[config.mk]
export PLATFORM = sky130hd
export DESIGN_NAME = note_lane_scheduler_flat
export DESIGN_NICKNAME = d
export VERILOG_FILES = /design/src/rtl/note_lane_scheduler_if.sv /design/src/rtl/note_lane_scheduler.sv /design/src/flat_wrapper.sv
export SDC_FILE = /design/constraint.sdc
export NUM_CORES = 1
export LEC_CHECK = 0
export ABC_AREA = 1
export BUFFER_PORTS_ARGS = -buffer_cell sky130_fd_sc_hd__buf_2
export CAP_MARGIN = 25
export CELL_PAD_IN_SITES_DETAIL_PLACEMENT = 1
export CELL_PAD_IN_SITES_GLOBAL_PLACEMENT = 2
export CORE_UTILIZATION = 28
export CTS_CLUSTER_SIZE = 30
export DETAILED_ROUTE_END_ITERATION = 16
export GPL_ROUTABILITY_DRIVEN = 0
export GPL_TIMING_DRIVEN = 0
export PLACE_DENSITY = 0.73
export SLEW_MARGIN = 15
export SYNTH_ARGS = -nofsm -noshare
export SYNTH_HDL_FRONTEND = slang
export SYNTH_SLANG_ARGS = --single-unit
[constraint.sdc]
create_clock -name clk -period 1.95 [get_ports clk]
set_clock_uncertainty 0.2 [all_clocks]
set_input_delay 0 -clock clk [delete_from_list [all_inputs] [get_ports clk]]
set_output_delay 0 -clock clk [all_outputs]
set_load 0.1 [all_outputs]
[src/rtl/note_lane_scheduler_if.sv]
// Bundle between the note lane scheduler, its song-table RAM and the VGA datapath.
// The scheduler takes the master side; the RAM/timing/display side takes the slave side.
interface note_lane_scheduler_if #(
    parameter int SONG_DEPTH = 64,
    parameter int DUR_WIDTH  = 8
);
    localparam int AW = $clog2(SONG_DEPTH);

    logic                 frame_tick;
    logic                 start;
    logic                 pause;
    logic [AW-1:0]        rom_addr;
    logic [DUR_WIDTH+4:0] rom_data;
    logic [9:0]           lane_lower;
    logic [9:0]           lane_upper;
    logic [3:0]           lane_idx;
    logic                 note_valid;
    logic                 playing;
    logic                 done;

    modport master (
        input  frame_tick, start, pause, rom_data,
        output rom_addr, lane_lower, lane_upper, lane_idx, note_valid, playing, done
    );

    modport slave (
        output frame_tick, start, pause, rom_data,
        input  rom_addr, lane_lower, lane_upper, lane_idx, note_valid, playing, done
    );
endinterface

[src/rtl/note_lane_scheduler.sv]
// Walks the karaoke song table and drives the highlighted-lane pixel bounds.
// New notes only commit on a frame edge, so the lane never changes mid-frame.
module note_lane_scheduler #(
    parameter int NOTE_WIDTH_PX = 40,
    parameter int LANE_COUNT    = 16,
    parameter int SONG_DEPTH    = 64,
    parameter int DUR_WIDTH     = 8
) (
    input  logic                  clk,
    input  logic                  reset,
    note_lane_scheduler_if.master sched_io
);
    localparam int              AW         = $clog2(SONG_DEPTH);
    localparam logic [4:0]      LANE_LIMIT = 5'(LANE_COUNT);
    localparam logic [3:0]      LAST_LANE  = 4'(LANE_COUNT - 1);
    localparam logic [9:0]      WIDTH_PX   = 10'(NOTE_WIDTH_PX);
    localparam logic [AW-1:0]   LAST_ADDR  = AW'(SONG_DEPTH - 1);

    typedef enum logic [2:0] {IDLE, FETCH, LOAD, ARMED, PLAY, DONE} state_t;

    state_t                 state_q, state_d;
    logic                   tickPrev_q, tickPrev_d;
    logic                   frameFlag_q, frameFlag_d;
    logic                   committed_q, committed_d;
    logic [AW-1:0]          romAddr_q, romAddr_d;
    logic                   pendRest_q, pendRest_d;
    logic [3:0]             pendLane_q, pendLane_d;
    logic [DUR_WIDTH-1:0]   pendDur_q, pendDur_d;
    logic [DUR_WIDTH-1:0]   counter_q, counter_d;
    logic [9:0]             laneLower_q, laneLower_d;
    logic [9:0]             laneUpper_q, laneUpper_d;
    logic [3:0]             laneIdx_q, laneIdx_d;
    logic                   noteValid_q, noteValid_d;
    logic                   done_q, done_d;

    logic                   tickEdge;
    logic                   frameEvent;
    logic [3:0]             clampedLane;
    logic [9:0]             lowerPx;
    logic [9:0]             upperPx;
    logic [AW-1:0]          nextAddr;

    assign tickEdge    = sched_io.frame_tick & ~tickPrev_q;
    // A latched edge from FETCH/LOAD counts like a live one; pause swallows both.
    assign frameEvent  = (tickEdge | frameFlag_q) & ~sched_io.pause;
    assign clampedLane = ({1'b0, pendLane_q} >= LANE_LIMIT) ? LAST_LANE : pendLane_q;
    assign lowerPx     = 10'(clampedLane) * WIDTH_PX;
    assign upperPx     = lowerPx + WIDTH_PX;
    assign nextAddr    = (romAddr_q == LAST_ADDR) ? '0 : romAddr_q + AW'(1);

    always_ff @(posedge clk) begin
        if (!reset) begin
            state_q     <= IDLE;
            tickPrev_q  <= 1'b0;
            frameFlag_q <= 1'b0;
            committed_q <= 1'b0;
            romAddr_q   <= '0;
            pendRest_q  <= 1'b0;
            pendLane_q  <= '0;
            pendDur_q   <= '0;
            counter_q   <= '0;
            laneLower_q <= '0;
            laneUpper_q <= '0;
            laneIdx_q   <= '0;
            noteValid_q <= 1'b0;
            done_q      <= 1'b0;
        end else begin
            state_q     <= state_d;
            tickPrev_q  <= tickPrev_d;
            frameFlag_q <= frameFlag_d;
            committed_q <= committed_d;
            romAddr_q   <= romAddr_d;
            pendRest_q  <= pendRest_d;
            pendLane_q  <= pendLane_d;
            pendDur_q   <= pendDur_d;
            counter_q   <= counter_d;
            laneLower_q <= laneLower_d;
            laneUpper_q <= laneUpper_d;
            laneIdx_q   <= laneIdx_d;
            noteValid_q <= noteValid_d;
            done_q      <= done_d;
        end
    end

    always_comb begin
        state_d     = state_q;
        tickPrev_d  = sched_io.frame_tick;
        frameFlag_d = frameFlag_q;
        committed_d = committed_q;
        romAddr_d   = romAddr_q;
        pendRest_d  = pendRest_q;
        pendLane_d  = pendLane_q;
        pendDur_d   = pendDur_q;
        counter_d   = counter_q;
        laneLower_d = laneLower_q;
        laneUpper_d = laneUpper_q;
        laneIdx_d   = laneIdx_q;
        noteValid_d = noteValid_q;
        done_d      = 1'b0;

        // Start beats everything, including a frame edge in the same cycle.
        if (sched_io.start) begin
            state_d     = FETCH;
            romAddr_d   = '0;
            frameFlag_d = 1'b0;
            committed_d = 1'b0;
        end else begin
            unique case (state_q)
                FETCH: begin
                    frameFlag_d = frameFlag_q | tickEdge;
                    state_d     = LOAD;
                end
                LOAD: begin
                    frameFlag_d = frameFlag_q | tickEdge;
                    pendRest_d  = sched_io.rom_data[DUR_WIDTH+4];
                    pendLane_d  = sched_io.rom_data[DUR_WIDTH+3 -: 4];
                    pendDur_d   = sched_io.rom_data[DUR_WIDTH-1:0];
                    state_d     = committed_q ? PLAY : ARMED;
                end
                ARMED, PLAY: begin
                    frameFlag_d = 1'b0;
                    if (frameEvent) begin
                        if (state_q == PLAY && counter_q > DUR_WIDTH'(1)) begin
                            counter_d = counter_q - DUR_WIDTH'(1);
                        end else if (pendDur_q == '0) begin
                            laneLower_d = '0;
                            laneUpper_d = '0;
                            noteValid_d = 1'b0;
                            done_d      = 1'b1;
                            state_d     = DONE;
                        end else begin
                            laneIdx_d   = clampedLane;
                            noteValid_d = ~pendRest_q;
                            laneLower_d = pendRest_q ? 10'd0 : lowerPx;
                            laneUpper_d = pendRest_q ? 10'd0 : upperPx;
                            counter_d   = pendDur_q;
                            committed_d = 1'b1;
                            romAddr_d   = nextAddr;
                            state_d     = FETCH;
                        end
                    end
                end
                default: ;
            endcase
        end
    end

    always_comb begin
        sched_io.playing = 1'b0;
        unique case (state_q)
            FETCH, LOAD, ARMED, PLAY: sched_io.playing = 1'b1;
            default:                  sched_io.playing = 1'b0;
        endcase
    end

    assign sched_io.rom_addr   = romAddr_q;
    assign sched_io.lane_lower = laneLower_q;
    assign sched_io.lane_upper = laneUpper_q;
    assign sched_io.lane_idx   = laneIdx_q;
    assign sched_io.note_valid = noteValid_q;
    assign sched_io.done       = done_q;
endmodule
[src/flat_wrapper.sv]
// flat-port wrapper written by rule: the top's interface ports become plain ports
module note_lane_scheduler_flat 
#(
    parameter int NOTE_WIDTH_PX = 40,
    parameter int LANE_COUNT    = 16,
    parameter int SONG_DEPTH    = 64,
    parameter int DUR_WIDTH     = 8
)
  (clk, reset, sched_io_frame_tick, sched_io_start, sched_io_pause, sched_io_rom_data, sched_io_rom_addr, sched_io_lane_lower, sched_io_lane_upper, sched_io_lane_idx, sched_io_note_valid, sched_io_playing, sched_io_done);
  note_lane_scheduler_if #(.SONG_DEPTH(SONG_DEPTH), .DUR_WIDTH(DUR_WIDTH)) sched_io_i ();
  input  logic clk;
  input  logic reset;
  input wire logic [$bits(sched_io_i.frame_tick)-1:0] sched_io_frame_tick;
  input wire logic [$bits(sched_io_i.start)-1:0] sched_io_start;
  input wire logic [$bits(sched_io_i.pause)-1:0] sched_io_pause;
  input wire logic [$bits(sched_io_i.rom_data)-1:0] sched_io_rom_data;
  output wire logic [$bits(sched_io_i.rom_addr)-1:0] sched_io_rom_addr;
  output wire logic [$bits(sched_io_i.lane_lower)-1:0] sched_io_lane_lower;
  output wire logic [$bits(sched_io_i.lane_upper)-1:0] sched_io_lane_upper;
  output wire logic [$bits(sched_io_i.lane_idx)-1:0] sched_io_lane_idx;
  output wire logic [$bits(sched_io_i.note_valid)-1:0] sched_io_note_valid;
  output wire logic [$bits(sched_io_i.playing)-1:0] sched_io_playing;
  output wire logic [$bits(sched_io_i.done)-1:0] sched_io_done;
  assign sched_io_i.frame_tick = sched_io_frame_tick;
  assign sched_io_i.start = sched_io_start;
  assign sched_io_i.pause = sched_io_pause;
  assign sched_io_i.rom_data = sched_io_rom_data;
  assign sched_io_rom_addr = sched_io_i.rom_addr;
  assign sched_io_lane_lower = sched_io_i.lane_lower;
  assign sched_io_lane_upper = sched_io_i.lane_upper;
  assign sched_io_lane_idx = sched_io_i.lane_idx;
  assign sched_io_note_valid = sched_io_i.note_valid;
  assign sched_io_playing = sched_io_i.playing;
  assign sched_io_done = sched_io_i.done;
  note_lane_scheduler #(.NOTE_WIDTH_PX(NOTE_WIDTH_PX), .LANE_COUNT(LANE_COUNT), .SONG_DEPTH(SONG_DEPTH), .DUR_WIDTH(DUR_WIDTH)) u_core (.clk(clk), .reset(reset), .sched_io(sched_io_i));
endmodule
==> impl_metrics.toml <==
[outcome]
run_status = "finished with violations"
failed_checks = "negative setup slack"

[worst_setup_path]
reg2reg_slack_ns = -0.16
end_kind = "register"
slowest_stage = "fa_2"
critPathMaxFanout = 2
path_cells = "ha_4, ha_4, fa_2, buf_4, xor2_1, nand3b_1, a21oi_1"
start_kind = "register"
worst_path_most_repeated_cell = "ha_4"
required_ns = 1.99
critPathKind = "reg -> reg"
max_stage_delay_ns = 0.45
cp.arrival_ns = 2.16

[floorplan]
die_h_um = 103
die_x_um = 103
die-area_um2 = 10600
placementRows = 36
ios = 51
initial_core_util_pct = 29.1
core_area_um2 = 9820

[cells_and_area]
fillers = 1283
final_cell_mix = "101 x nand2_1, 49 x nor2_1, 44 x buf_2, 43 x dfxtp_1, 34 x a21oi_1"
instances_no_fill = 621
layout_commonest_cell = "nand2_1"
design_area_um2 = 3720
n_antenna_cell = 0
syn_to_final_growth_pct = 30.2
nNetsFinal = 514
fin_util_pct = 37.9
drive_gt1_share_pct = 24.8

[clocking]
clkTransAtPathRegs_ns = 0.11
numCtsBuffers = 5
clock_path_buffers = 2
h-tree-depth = 2
cts.sinks = 53
cts_tree = "built"
root_buffer = "clkbuf_8"
worstSkewPairLatency_ns = 0.31

[place]
dpl.hpwl_mm = 6.02
port_buffers = 44
placedInstanceArea_um2 = 3300
dp_cells = 588

[timing]
drv_slew = 0
timing.final.crit_share_pct = 108
grt_setup_unrepaired = "yes"
whs_ns = 0.244
finalCriticalPeriod_ns = 2.11
tightest_slew_ns = 0.522
maxSlewHeadroom_pct = 64.8
setup_violations = 3
setup_ws_ns = -0.162
fmax_mhz = 473
hold_viol_final = 0

[global_route]
grt_pass1_vias = 2760
grt.overflow.total = 0
grt_first_pass_wirelength_mm = 13.3
grt.total_usage_pct = 16.1
antenna_found_initial = 0
grt_max_degree = 17

[logic_synthesis]
yosys_warnings = 0
yosysTopAreaCellShare_pct = 37.1
synth_top_cell_by_area = "dfxtp_1"
synth_top_family_by_area = "simple AND/OR/NAND/NOR gates"
synthCells = 406
ys_types = 32
seq_area_frac_synth_pct = 37.1
async_reset_ff_share_pct = 0
synth_compound_area_share_pct = 11.1
synthAdderAreaFrac_pct = 4.20
synth-simple-area-share_pct = 35.2
syn_area_um2 = 2860
synth-main-ff-cell = "dfxtp_1"
muxShareOfSynthArea_pct = 0
synth-seq-cells = 53
syn_area_per_cell_um2 = 7.04
synth_area_leaders = "dfxtp_1 37%, nand2_1 14%, nor2_1 6.8%, a21oi_1 6.3%, nand3_1 5.1%"
synth_xor_area_share_pct = 3.07
synth_edf_count = 0

[min_path]
min_path_type = "in -> reg"

[drt]
detailedRoute.firstPassIterationCount = 4
ant_nets = 0
drt-total-wl_mm = 7.99
drt-initial-drc-count = 94
vias = 2769
wl_per_cell_um = 12.9
viasPerCell = 4.46
drc_errors = 0

[power_and_ir_drop]
p_leak_nw = 1.61
powerDensity_nw_per_um2 = 681
power_mw = 2.53
vdd_drop_max_mv = 0.368

[job]
drv_cap = 0
## where the power goes
| group | internal (mW) | switching (mW) |
|---|---|---|
| Combinational | 0.216 | 0.505 |
| Sequential | 1.12 | 0.0378 |
| Clock | 0.258 | 0.397 |
## cell usage after synthesis (6+ instances only)
| cell | instances |
|---|---|
| dfxtp_1 | 53 |
| clkbuf_1 | 7 |
| a21oi_1 | 36 |
| nand2_1 | 104 |
| nor2_1 | 52 |
| inv_1 | 37 |
| buf_4 | 7 |
| o21ai_0 | 18 |
| ha_1 | 8 |
| nand3_1 | 29 |
| nand4_1 | 7 |
| xnor2_1 | 6 |
## cells by family (layout without fill, tap and decap cells)
family	after synthesis	in the layout
AOI/OAI and AO/OA	59	59
buffers and inverters	57	133
other	1	6
adders and majority gates	9	9
DFF	53	53
xor gates and xnor gates	10	10
and+or+nand+nor	217	218
## path summary, 6_finish.rpt
| kind | startpoint | end | cells after the start |
|---|---|---|---|
| max | u_core.clampedLane[1] | u_core.sched_io.lane_upper[7] | 7 |
| min | sched_io_rom_data[6] | u_core.pendDur_q[6] | 4 |
| max reg2reg | u_core.clampedLane[1] | u_core.sched_io.lane_upper[7] | 7 |
| min reg2reg | u_core.sched_io.lane_upper[3] | u_core.sched_io.lane_upper[3] | 2 |
## final cells by class
type,count,area [um^2],share of cell area [%]
Inverter,40,153,4.10
Multi-Input combinational cell,302,1660,44.5
Clock inverter,2,13.8,0.370
Sequential cell,53,1090,29.2
Buffer,16,111,2.99
Timing Repair Buffer,69,459,12.3
Clock buffer,6,72.6,1.95
Tap cell,133,166,4.48
## flip-flops by register name, indices dropped and copies added, names as in the netlist
name and count:
u_core.sched_io.lane_lower 7, u_core.sched_io.note_valid 1, u_core.sched_io.lane_idx 4, u_core.sched_io.lane_upper 7, u_core.sched_io.done 1, u_core.pendRest_q 1, u_core.counter_q 8, u_core.committed_q 1
u_core.clampedLane 4, u_core.tickPrev_q 1, u_core.sched_io.rom_addr 6, u_core.frameFlag_q 1, u_core.state_q 3, u_core.pendDur_q 8
## critical path: cells and delay by family (launching register included)
kind                     cells  cell delay (ns)
AND/OR/NAND/NOR              1             0.19
XOR/XNOR                     1             0.15
buffers and inverters        1             0.16
adder cells (fa/ha/maj)      3             0.84
flip-flops                   1             0.37
AO/OA/AOI/OAI                1             0.13
## stage by stage
stage / setup WS (ns) / setup TNS [ns]
6_report: -0.162 / -0.462
5_1_grt: -0.218 / -0.697
4_1_cts: -0.158 / -0.455
3_5_place_dp: -0.281 / -3.69
3_3_place_gp: -0.226 / -3.03
2_1_floorplan: -0.0735 / -0.139
## layer usage
metal,global-route usage (%),wire (um)
met1,21.6,4000
met4,4.44,84
met2,26.9,3740
met3,2.37,166
met5,0,0
## timing repair
item                                   4_1_cts  5_1_grt
endpoints found under the hold margin       27        0
pin swaps                                    6        4
gates resized for setup                     16       21
setup endpoints to repair                   34       44
buffers inserted                             4        3
hold buffers                                18        0
cloned                                       0        1
No activity file was read; power rests on OpenSTA's default activity.
